==> src/rtl/turfio_cin_align_ctrl.sv <==
// turfio_cin_align_ctrl
// ---------------------
// Automatic training controller for the CIN parallel sync stage (aclk domain).
// After one start pulse it resets the bitslip and lock logic, waits for the
// data to settle, and checks a window of strobes for bit errors. It then
// captures a word and searches all eight nibble rotations of the training
// word. If nothing matches it slips and tries again, up to MAX_SLIPS times.
// Once a match is found it enables lock and waits for locked_i.
//
// Optional feature: define CIN_ALIGN_RELOCK_EN to retrain automatically when
// locked_i drops while in DONE. Without it, losing lock returns the block to IDLE.
//
// Ports
//   aclk_i, aclk_rst_i   CIN clock, async active-high reset
//   start_i              begin alignment (honoured in IDLE/DONE/FAIL only)
//   cin_valid_i          data-valid strobe shared with the sync stage
//   cin_biterr_i         bit-error flag from the sync stage
//   cin_parallel_i[31:0] captured word from the sync stage
//   locked_i             lock flag from the sync stage
//   bitslip_o, bitslip_rst_o, capture_o, lock_rst_o, lock_o
//                        single-cycle registered controls to the sync stage
//   busy_o, done_o, fail_o
//                        run status
//   fail_code_o[1:0]     0 none, 1 bit error, 2 no match, 3 lock timeout
//   slip_count_o[2:0]    slips issued this run (saturates at 7)
//   rotation_o[2:0]      nibble rotation of the matching word
module turfio_cin_align_ctrl #(
    parameter logic [31:0] TRAIN_SEQUENCE = 32'hA55A6996,
    parameter int          SETTLE_CYCLES  = 16,
    parameter int          ERR_WINDOW     = 64,
    parameter int          MAX_SLIPS      = 4,
    parameter int          LOCK_TIMEOUT   = 32
) (
    input  logic        aclk_i,
    input  logic        aclk_rst_i,
    input  logic        start_i,
    input  logic        cin_valid_i,
    input  logic        cin_biterr_i,
    input  logic [31:0] cin_parallel_i,
    input  logic        locked_i,
    output logic        bitslip_o,
    output logic        bitslip_rst_o,
    output logic        capture_o,
    output logic        lock_rst_o,
    output logic        lock_o,
    output logic        busy_o,
    output logic        done_o,
    output logic        fail_o,
    output logic [1:0]  fail_code_o,
    output logic [2:0]  slip_count_o,
    output logic [2:0]  rotation_o
);

    typedef enum logic [3:0] {
        S_IDLE, S_RST, S_SETTLE, S_CHECK, S_CAP, S_CMP, S_SLIP, S_LOCK, S_DONE, S_FAIL
    } state_t;

    state_t      state, state_next;
    logic [15:0] strobe_cnt;
    logic        settle_end, check_end, lock_end;
    logic        match_hit;
    logic [2:0]  match_k;
    logic        bitslip_d, rst_d, capture_d, lock_d;

    // Left-rotate by 4*k bits: the upper half of the doubled word shifted left.
    function automatic logic [31:0] rotl_nib(input logic [31:0] w, input logic [2:0] k);
        logic [63:0] dbl;
        dbl = {w, w} << {k, 2'b00};
        return dbl[63:32];
    endfunction

    // A wait of N strobes ends on the strobe seen while the counter reads N-1.
    assign settle_end = cin_valid_i && (strobe_cnt == 16'(SETTLE_CYCLES - 1));
    assign check_end  = cin_valid_i && (strobe_cnt == 16'(ERR_WINDOW - 1));
    assign lock_end   = cin_valid_i && (strobe_cnt == 16'(LOCK_TIMEOUT - 1));

    // Descending scan so the lowest matching rotation is the one reported.
    always_comb begin
        match_hit = 1'b0;
        match_k   = 3'd0;
        for (int k = 7; k >= 0; k--) begin
            if (cin_parallel_i == rotl_nib(TRAIN_SEQUENCE, 3'(k))) begin
                match_hit = 1'b1;
                match_k   = 3'(k);
            end
        end
    end

    // State register and registered pulse outputs
    always_ff @(posedge aclk_i or posedge aclk_rst_i) begin
        if (aclk_rst_i) begin
            state         <= S_IDLE;
            bitslip_o     <= 1'b0;
            bitslip_rst_o <= 1'b0;
            lock_rst_o    <= 1'b0;
            capture_o     <= 1'b0;
            lock_o        <= 1'b0;
        end else begin
            state         <= state_next;
            bitslip_o     <= bitslip_d;
            bitslip_rst_o <= rst_d;
            lock_rst_o    <= rst_d;
            capture_o     <= capture_d;
            lock_o        <= lock_d;
        end
    end

    // Next-state logic
    always_comb begin
        state_next = state;
        unique case (state)
            S_IDLE:   if (start_i) state_next = S_RST;
            S_RST:    state_next = S_SETTLE;
            S_SETTLE: if (settle_end) state_next = S_CHECK;
            S_CHECK: begin
                if (cin_biterr_i)   state_next = S_FAIL;
                else if (check_end) state_next = S_CAP;
            end
            S_CAP:    state_next = S_CMP;
            S_CMP: begin
                if (match_hit)                        state_next = S_LOCK;
                else if (slip_count_o >= 3'(MAX_SLIPS)) state_next = S_FAIL;
                else                                  state_next = S_SLIP;
            end
            S_SLIP:   state_next = S_SETTLE;
            // locked_i is tested first so a lock on the final strobe still succeeds.
            S_LOCK: begin
                if (locked_i)      state_next = S_DONE;
                else if (lock_end) state_next = S_FAIL;
            end
            S_DONE: begin
                if (start_i) begin
                    state_next = S_RST;
                end else if (!locked_i) begin
`ifdef CIN_ALIGN_RELOCK_EN
                    state_next = S_RST;
`else
                    state_next = S_IDLE;
`endif
                end
            end
            S_FAIL:   if (start_i) state_next = S_RST;
            default:  state_next = S_IDLE;
        endcase
    end

    // Output decode: pulses are decoded from the next state so the registered
    // copy lines up with the state it belongs to.
    always_comb begin
        bitslip_d = (state_next == S_SLIP);
        rst_d     = (state_next == S_RST);
        capture_d = (state_next == S_CAP);
        lock_d    = (state_next == S_LOCK) && (state != S_LOCK);
        busy_o    = !((state == S_IDLE) || (state == S_DONE) || (state == S_FAIL));
        done_o    = (state == S_DONE);
        fail_o    = (state == S_FAIL);
    end

    // Strobe counter and run results
    always_ff @(posedge aclk_i or posedge aclk_rst_i) begin
        if (aclk_rst_i) begin
            strobe_cnt   <= '0;
            slip_count_o <= '0;
            rotation_o   <= '0;
            fail_code_o  <= '0;
        end else begin
            if (state_next != state)
                strobe_cnt <= '0;
            else if (cin_valid_i)
                strobe_cnt <= strobe_cnt + 16'd1;

            // RST is only entered at the start of a run (including relock).
            if (state_next == S_RST) begin
                slip_count_o <= '0;
                rotation_o   <= '0;
                fail_code_o  <= '0;
            end else begin
                if (state == S_SLIP && slip_count_o != 3'd7)
                    slip_count_o <= slip_count_o + 3'd1;
                if (state == S_CMP && match_hit)
                    rotation_o <= match_k;
                if (state_next == S_FAIL && state != S_FAIL) begin
                    unique case (state)
                        S_CHECK: fail_code_o <= 2'd1;
                        S_CMP:   fail_code_o <= 2'd2;
                        default: fail_code_o <= 2'd3;
                    endcase
                end
            end
        end
    end

endmodule
==> config.mk <==
export PLATFORM = sky130hd
export DESIGN_NAME = turfio_cin_align_ctrl
export DESIGN_NICKNAME = d
export VERILOG_FILES = /design/src/rtl/turfio_cin_align_ctrl.sv
export SDC_FILE = /design/constraint.sdc
export NUM_CORES = 1
export LEC_CHECK = 0
export BUFFER_PORTS_ARGS = -buffer_cell sky130_fd_sc_hd__buf_2
export CAP_MARGIN = 20
export CORE_MARGIN = 2
export CORE_UTILIZATION = 40
export DETAILED_ROUTE_END_ITERATION = 7
export HOLD_SLACK_MARGIN = 0.15
export PLACE_DENSITY = 0.62
export SLEW_MARGIN = 10
export SYNTH_ARGS = -nofsm -noshare
export SYNTH_HDL_FRONTEND = slang
export SYNTH_SLANG_ARGS = --single-unit
==> constraint.sdc <==
create_clock -name aclk_i -period 2.53 [get_ports aclk_i]
set_clock_uncertainty 0.15 [all_clocks]
set_input_delay 0.3795 -clock aclk_i [delete_from_list [all_inputs] [get_ports aclk_i]]
set_output_delay 0.3795 -clock aclk_i [all_outputs]
set_load 0.01 [all_outputs]
==> flow_summary.toml, run 1 <==
[synthesis]
ys_types = 56
synthFlopType = "dfrtp_1"
synth_warnings = 0
synth_cells = 233
synth_top_family_by_area = "simple AND/OR/NAND/NOR gates"
netlist_area_sq_um = 2120
syn-num-nets = 275
synth_fa_ha_area_frac = 0.0236
synth_edf_count = 0
syn_avg_cell_area_sq_um = 9.11
synth_compound_area_frac = 0.123
ys_seq_area_frac = 0.377
yosys.area_share.xor_xnor = 0.0660
synth-async-reset-ratio = 1.00
synth_mux_area_frac = 0.0289
synthSimpleGateAreaFrac = 0.342
ys_ff_latch = 32

[detailed_routing]
vias = 2102
first_pass_iters = 4
drtAntennaViolNets = 0
drc = 0
avgViaCountPerCell = 5.38
wirelength_mm = 5.05
drt_iter0_markers = 102
drt-wirelength-per-cell_microns = 12.9

[grt]
antenna_found_initial = 0
grt_pass1_vias = 1963
grt_pass1_wl_mm = 8.67
grt_overflow = 0
grt_max_degree = 33
grtUsageTotal = 0.178

[sta]
report.final.setup_viol = 2
post-route-period-util = 1.03
rsz0062_at_grt = "yes"
maxClockFrequency_ghz = 0.385
setup-tns-final_ns = -0.0705
maxSlewHeadroom = 0.560
slew_viol_final = 0
finalHoldViolations = 0
setup_slack_ns = -0.0650
worst_slew_pin_slew_ns = 0.643
finalCriticalPeriod_ns = 2.60

[clocking]
cts_buffers = 5
postCtsSetupRepairBufs = 0
htreeDepth = 2
ctsRootBufferMaster = "clkbuf_8"
cts_max_path_buffers = 2
cts_tree = "done"
clk_pin_slew_ns = 0.07
cts_sinks = 32
clk_latency_ns = 0.28

[final_layout]
diodes = 0
nNetsFinal = 362
instances_no_fill = 391
fin_area_sq_um = 2880
drive_above_1_share = 0.333
syn_to_final_growth_pct = 35.7

[floorplanning]
initial_core_util = 0.415
core.rowCount = 26
pin_count = 54
die_x_microns = 76.8
die_y_microns = 76.8
fp.dieArea_sq_um = 5900
core_area_sq_um = 5110

[worst_hold_path]
min-delay-start = "cin_biterr_i"
hold_end = "capture_o"
hold_path.class = "primary input to flop"
whs_path_depth = 2

[setup_path]
critPathMaxStageDelay_ns = 0.40
reg2reg_slack_ns = -0.07
cp-end-kind = "flop"
slowest_stage = "or4_1"
timing.rr.end = "fail_code_o[1]"
ff2ff_path_depth = 8
path_delay_family = "simple AND/OR/NAND/NOR gates"
path_cells = "ha_1 > nand3_1 > or4_1 > o32a_1 > o211a_1 > nor4b_4 > nor2b_1 > mux2_2"
path_class = "flop to flop"
worst_ep_required_time_ns = 2.55
cp.arrival_ns = 2.61
cp-start-kind = "flop"
cp.depth = 8
worstPathMaxFanout = 5
worst-path-buf-inv = 0
timing.rr.start = "strobe_cnt[0]"

[placement]
dp_slack_ns = -0.203
dpl_cell_area_sq_um = 2700
place_congestion = 0.915
dp.cells = 382
place_hpwl_mm = 3.90
io_buffers = 53

[run_status]
violations = "setup timing"
outcome = "complete, but fails checks"

[power_and_ir_drop]
ir_drop_v = 0.000343
powerDensity_nw_per_um2 = 668
p_leak_nw = 1.39
finalPower_w = 0.00192

[flow_run]
drv_cap = 0
## logic make-up (layout without fill, tap and decap cells)
group | count (synthesis) | count (layout)
AO/OA/AOI/OAI | 38 | 38
flip-flops | 32 | 32
multiplexers | 6 | 6
XOR/XNOR | 16 | 16
AND/OR/NAND/NOR | 119 | 119
adder cells (fa/ha/maj) | 4 | 4
buffers and inverters | 18 | 106
## synth_stat cells (2+ instances only)
master / count / share of area
a22oi_1: 2 / 0.0071
inv_1: 9 / 0.016
o32ai_1: 2 / 0.0083
o21ai_0: 8 / 0.019
a21oi_1: 9 / 0.021
a31oi_1: 2 / 0.0059
o32a_1: 2 / 0.0094
xnor2_1: 8 / 0.033
nand2_1: 15 / 0.027
or2_2: 2 / 0.0059
nand3b_1: 2 / 0.0071
nor4_1: 3 / 0.0088
mux2i_1: 5 / 0.024
nand4_1: 8 / 0.024
and4_1: 2 / 0.0083
nor2_1: 33 / 0.058
nor2b_1: 4 / 0.012
nand2b_1: 3 / 0.0088
ha_1: 4 / 0.024
dfrtp_1: 32 / 0.38
o31ai_1: 2 / 0.0071
nand3_1: 10 / 0.024
a211oi_1: 2 / 0.0071
nor3_1: 5 / 0.012
or4bb_1: 4 / 0.021
and3_1: 3 / 0.0088
xor2_1: 8 / 0.033
nor4bb_1: 13 / 0.061
clkbuf_1: 4 / 0.0071
## report_power, final
group | internal (W) | total [W] | switching, W
logic | 0.000358 | 0.000750 | 0.000392
registers | 0.000570 | 0.000632 | 0.0000624
clock network | 0.000347 | 0.000540 | 0.000193
## how the worst max path moves through the flow
stage                        start        endpoint  slack, ns
CTS                 strobe_cnt[14]  fail_code_o[1]      -0.09
detailed placement  strobe_cnt[10]  fail_code_o[1]      -0.20
global placement    strobe_cnt[10]  fail_code_o[1]      -0.16
finish               strobe_cnt[0]  fail_code_o[1]      -0.07
floorplan            strobe_cnt[0]  fail_code_o[1]      -0.04
global route        strobe_cnt[10]  fail_code_o[1]      -0.16
## stage by stage
stage / util / hold slack [ns]
floorplan: - / 0.310
global placement: 0.529 / 0.325
detailed placement: 0.529 / 0.335
CTS: 0.562 / 0.169
global route: 0.564 / 0.191
finish: 0.564 / 0.179
## layout by cell type (no fill, tap or decap), types with 3 or more instances in the layout
master | netlist | routed
clkbuf_8 | 0 | 7
nand2b_1 | 3 | 3
mux2i_1 | 5 | 5
nor4bb_1 | 13 | 13
inv_1 | 9 | 9
nand2_1 | 15 | 15
nor3_1 | 5 | 5
buf_2 | 1 | 53
o21ai_0 | 8 | 8
or4bb_1 | 4 | 4
xor2_1 | 8 | 8
buf_4 | 1 | 32
nor2_1 | 33 | 32
and3_1 | 3 | 3
dfrtp_1 | 32 | 32
nor2b_1 | 4 | 4
nand3_1 | 10 | 9
ha_1 | 4 | 4
xnor2_1 | 8 | 8
a21oi_1 | 9 | 8
nand4_1 | 8 | 8
## worst register-to-register path: cells and delay by family (launching register included)
| family | cells | cell delay, ns |
|---|---|---|
| adders and majority gates | 1 | 0.23 |
| muxes | 1 | 0.26 |
| and+or+nand+nor | 4 | 0.87 |
| DFF | 1 | 0.36 |
| AOI/OAI and AO/OA | 2 | 0.62 |
## registers in the layout, indices dropped and copies added, names as in the netlist
signal,flops
bitslip_o,1
capture_o,1
fail_code_o,2
lock_o,1
lock_rst_o,1
rotation_o,3
slip_count_o,3
state,4
strobe_cnt,16
## layer usage
layer / routed length [microns] / track usage
met5: 0 / 0
met4: 102 / 0.0782
met3: 244 / 0.0376
met2: 2310 / 0.285
met1: 2400 / 0.232
## what timing repair did
action | in CTS | in global routing
endpoints found under the hold margin | 32 | 0
pin swaps | 4 | 3
endpoints found under the setup margin | 9 | 9
gates resized for setup | 5 | 4
hold buffers | 1 | 0
## area by class of cell
type / count / area [sq um]
clock inverter: 1 / 30.0
inverter: 10 / 40.0
multi-input combinational: 183 / 1280
tap: 70 / 87.6
fill: 485 / 2230
timing repair buffer: 88 / 547
sequential: 32 / 801
clock buffer: 7 / 96.3
Power figures use the tool's default switching activity.
==> inputs of run 2 (changes only) <==
- BUFFER_PORTS_ARGS: -buffer_cell sky130_fd_sc_hd__buf_2 -> unset
- DONT_BUFFER_PORTS: unset -> 1
- PLACE_DENSITY: 0.62 -> 0.53
==> flow_summary.toml, run 2 (synthesized netlist as in run 1, its figures left out) <==
[sta]
report.final.setup_viol = 1
setup_slack_ns = -0.00461
maxClockFrequency_ghz = 0.395
rsz0062_at_grt = "yes"
maxSlewHeadroom = 0.656
post-route-period-util = 1.00
worst_slew_pin_slew_ns = 0.508
finalCriticalPeriod_ns = 2.53
slew_viol_final = 0
setup-tns-final_ns = -0.00461
finalHoldViolations = 0

[detailed_routing]
drt_iter0_markers = 49
wirelength_mm = 4.77
first_pass_iters = 4
avgViaCountPerCell = 5.42
vias = 1860
drt-wirelength-per-cell_microns = 13.9
drtAntennaViolNets = 0
drc = 0

[final_layout]
syn_to_final_growth_pct = 25.4
nNetsFinal = 314
most-common-layout-cells = "35 x buf_4, 33 x nor2_1, 32 x dfrtp_1, 15 x nand2_1, 13 x nor4bb_1"
top_regs = "strobe_cnt: 16 flops, state: 4 flops"
layout_commonest_cell = "buf_4"
diodes = 0
fillers = 500
drive_above_1_share = 0.212
fin_area_sq_um = 2660
regMostFlops = "strobe_cnt"
largest_reg_flops = 16
finish.utilization = 0.521

[floorplanning]
core_area_sq_um = 5110
die_x_microns = 76.8
pin_count = 54
die_y_microns = 76.8
core.rowCount = 26
initial_core_util = 0.415
fp.dieArea_sq_um = 5900

[clocking]
cts_tree = "done"
cts_sinks = 32
cts_max_path_buffers = 2
clk_latency_ns = 0.28
clk_pin_slew_ns = 0.07
ctsRootBufferMaster = "clkbuf_8"
cts_buffers = 5
htreeDepth = 2

[placement]
place_congestion = 0.870
place_hpwl_mm = 3.67
dpl_cell_area_sq_um = 2440
dp_slack_ns = -0.169
io_buffers = 0

[worst_hold_path]
hold_end = "strobe_cnt[2]"
min-delay-start = "cin_valid_i"
whs_path_depth = 3
hold_path.class = "primary input to flop"

[flow_run]
drv_cap = 0

[grt]
antenna_found_initial = 0
grt_pass1_wl_mm = 8.26
grtUsageTotal = 0.171
grt_pass1_vias = 1806
grt_overflow = 0
grt_max_degree = 33

[setup_path]
cp-end-kind = "flop"
cp.arrival_ns = 2.55
worstPathMaxFanout = 4
critPathMaxStageDelay_ns = 0.41
path_class = "flop to flop"
timing.rr.start = "strobe_cnt[1]"
timing.rr.end = "fail_code_o[1]"
path_cells = "ha_4 > nand3_2 > or4_1 > o32a_1 > o211a_1 > nor4b_4 > nor2b_1 > mux2_4"
ff2ff_path_depth = 8
reg2reg_slack_ns = -0.005
slowest_stage = "or4_1"
worst_ep_required_time_ns = 2.55
cp-start-kind = "flop"

[power_and_ir_drop]
ir_drop_v = 0.000336
powerDensity_nw_per_um2 = 705
p_leak_nw = 1.18
finalPower_w = 0.00188

[run_status]
violations = "setup timing"
outcome = "complete, but fails checks"
[run 2: cell count changes in the layout (fill, tap and decap cells not counted), moves of 2 or more]
cell and delta:
buf_2 -53, buf_4 +3, clkbuf_8 -2, dlygate4sd3_1 +2, nand3_2 +2
[run 2: stage by stage]
stage	hold WS [ns]	std cells
CTS	0.175	343
global placement	0.239	330
detailed placement	0.239	330
floorplan	0.310	233
finish	0.174	343
global route	0.192	343
[run 2: worst max-delay path by stage]
stage / from / to / slack (ns) / depth (start not counted)
after floorplan: strobe_cnt[0] / fail_code_o[1] / -0.04 / 8
after global placement: strobe_cnt[10] / fail_code_o[1] / -0.09 / 7
after detailed placement: strobe_cnt[0] / fail_code_o[1] / -0.17 / 7
after CTS: strobe_cnt[1] / fail_code_o[1] / -0.05 / 7
after global routing: strobe_cnt[6] / fail_code_o[1] / -0.12 / 8
final: strobe_cnt[1] / fail_code_o[1] / -0.005 / 8
[run 2: routing by layer]
| layer | vias to the layer above | track usage | routed length (microns) |
|---|---|---|---|
| li1 | 932 | - | - |
| met1 | 871 | 0.241 | 2320 |
| met2 | 50 | 0.251 | 2100 |
| met3 | 7 | 0.0435 | 280 |
| met4 | 0 | 0.0655 | 72 |
| met5 | - | 0 | 0 |
[run 2: critical path: cells and delay by family, from the launching register on]
kind            cells  cell delay, ns
simple gates        4            0.81
compound gates      2            0.62
flops               1            0.40
mux                 1            0.27
fa+ha+maj           1            0.17
[run 2: area by class of cell]
cell class	instances	area [sq um]	area share
clock buffers	5	68.8	0.0259
flip-flops and latches	32	801	0.301
well taps	70	87.6	0.0329
clock inverters	3	42.5	0.0160
multi-input cells	183	1300	0.488
inverters	10	40.0	0.0150
repair buffers	40	324	0.122
[run 2: where the power goes]
group,switching [W],internal (W)
Combinational,0.000371,0.000368
Clock,0.000198,0.000291
Sequential,0.0000771,0.000570
Total,0.000646,0.00123
[run 2: what timing repair did]
action	in CTS	in global routing
hold buffers	3	0
endpoints found under the hold margin	35	0
pin swaps	3	2
setup endpoints to repair	2	8
gates resized for setup	6	6
setup buffers	2	0
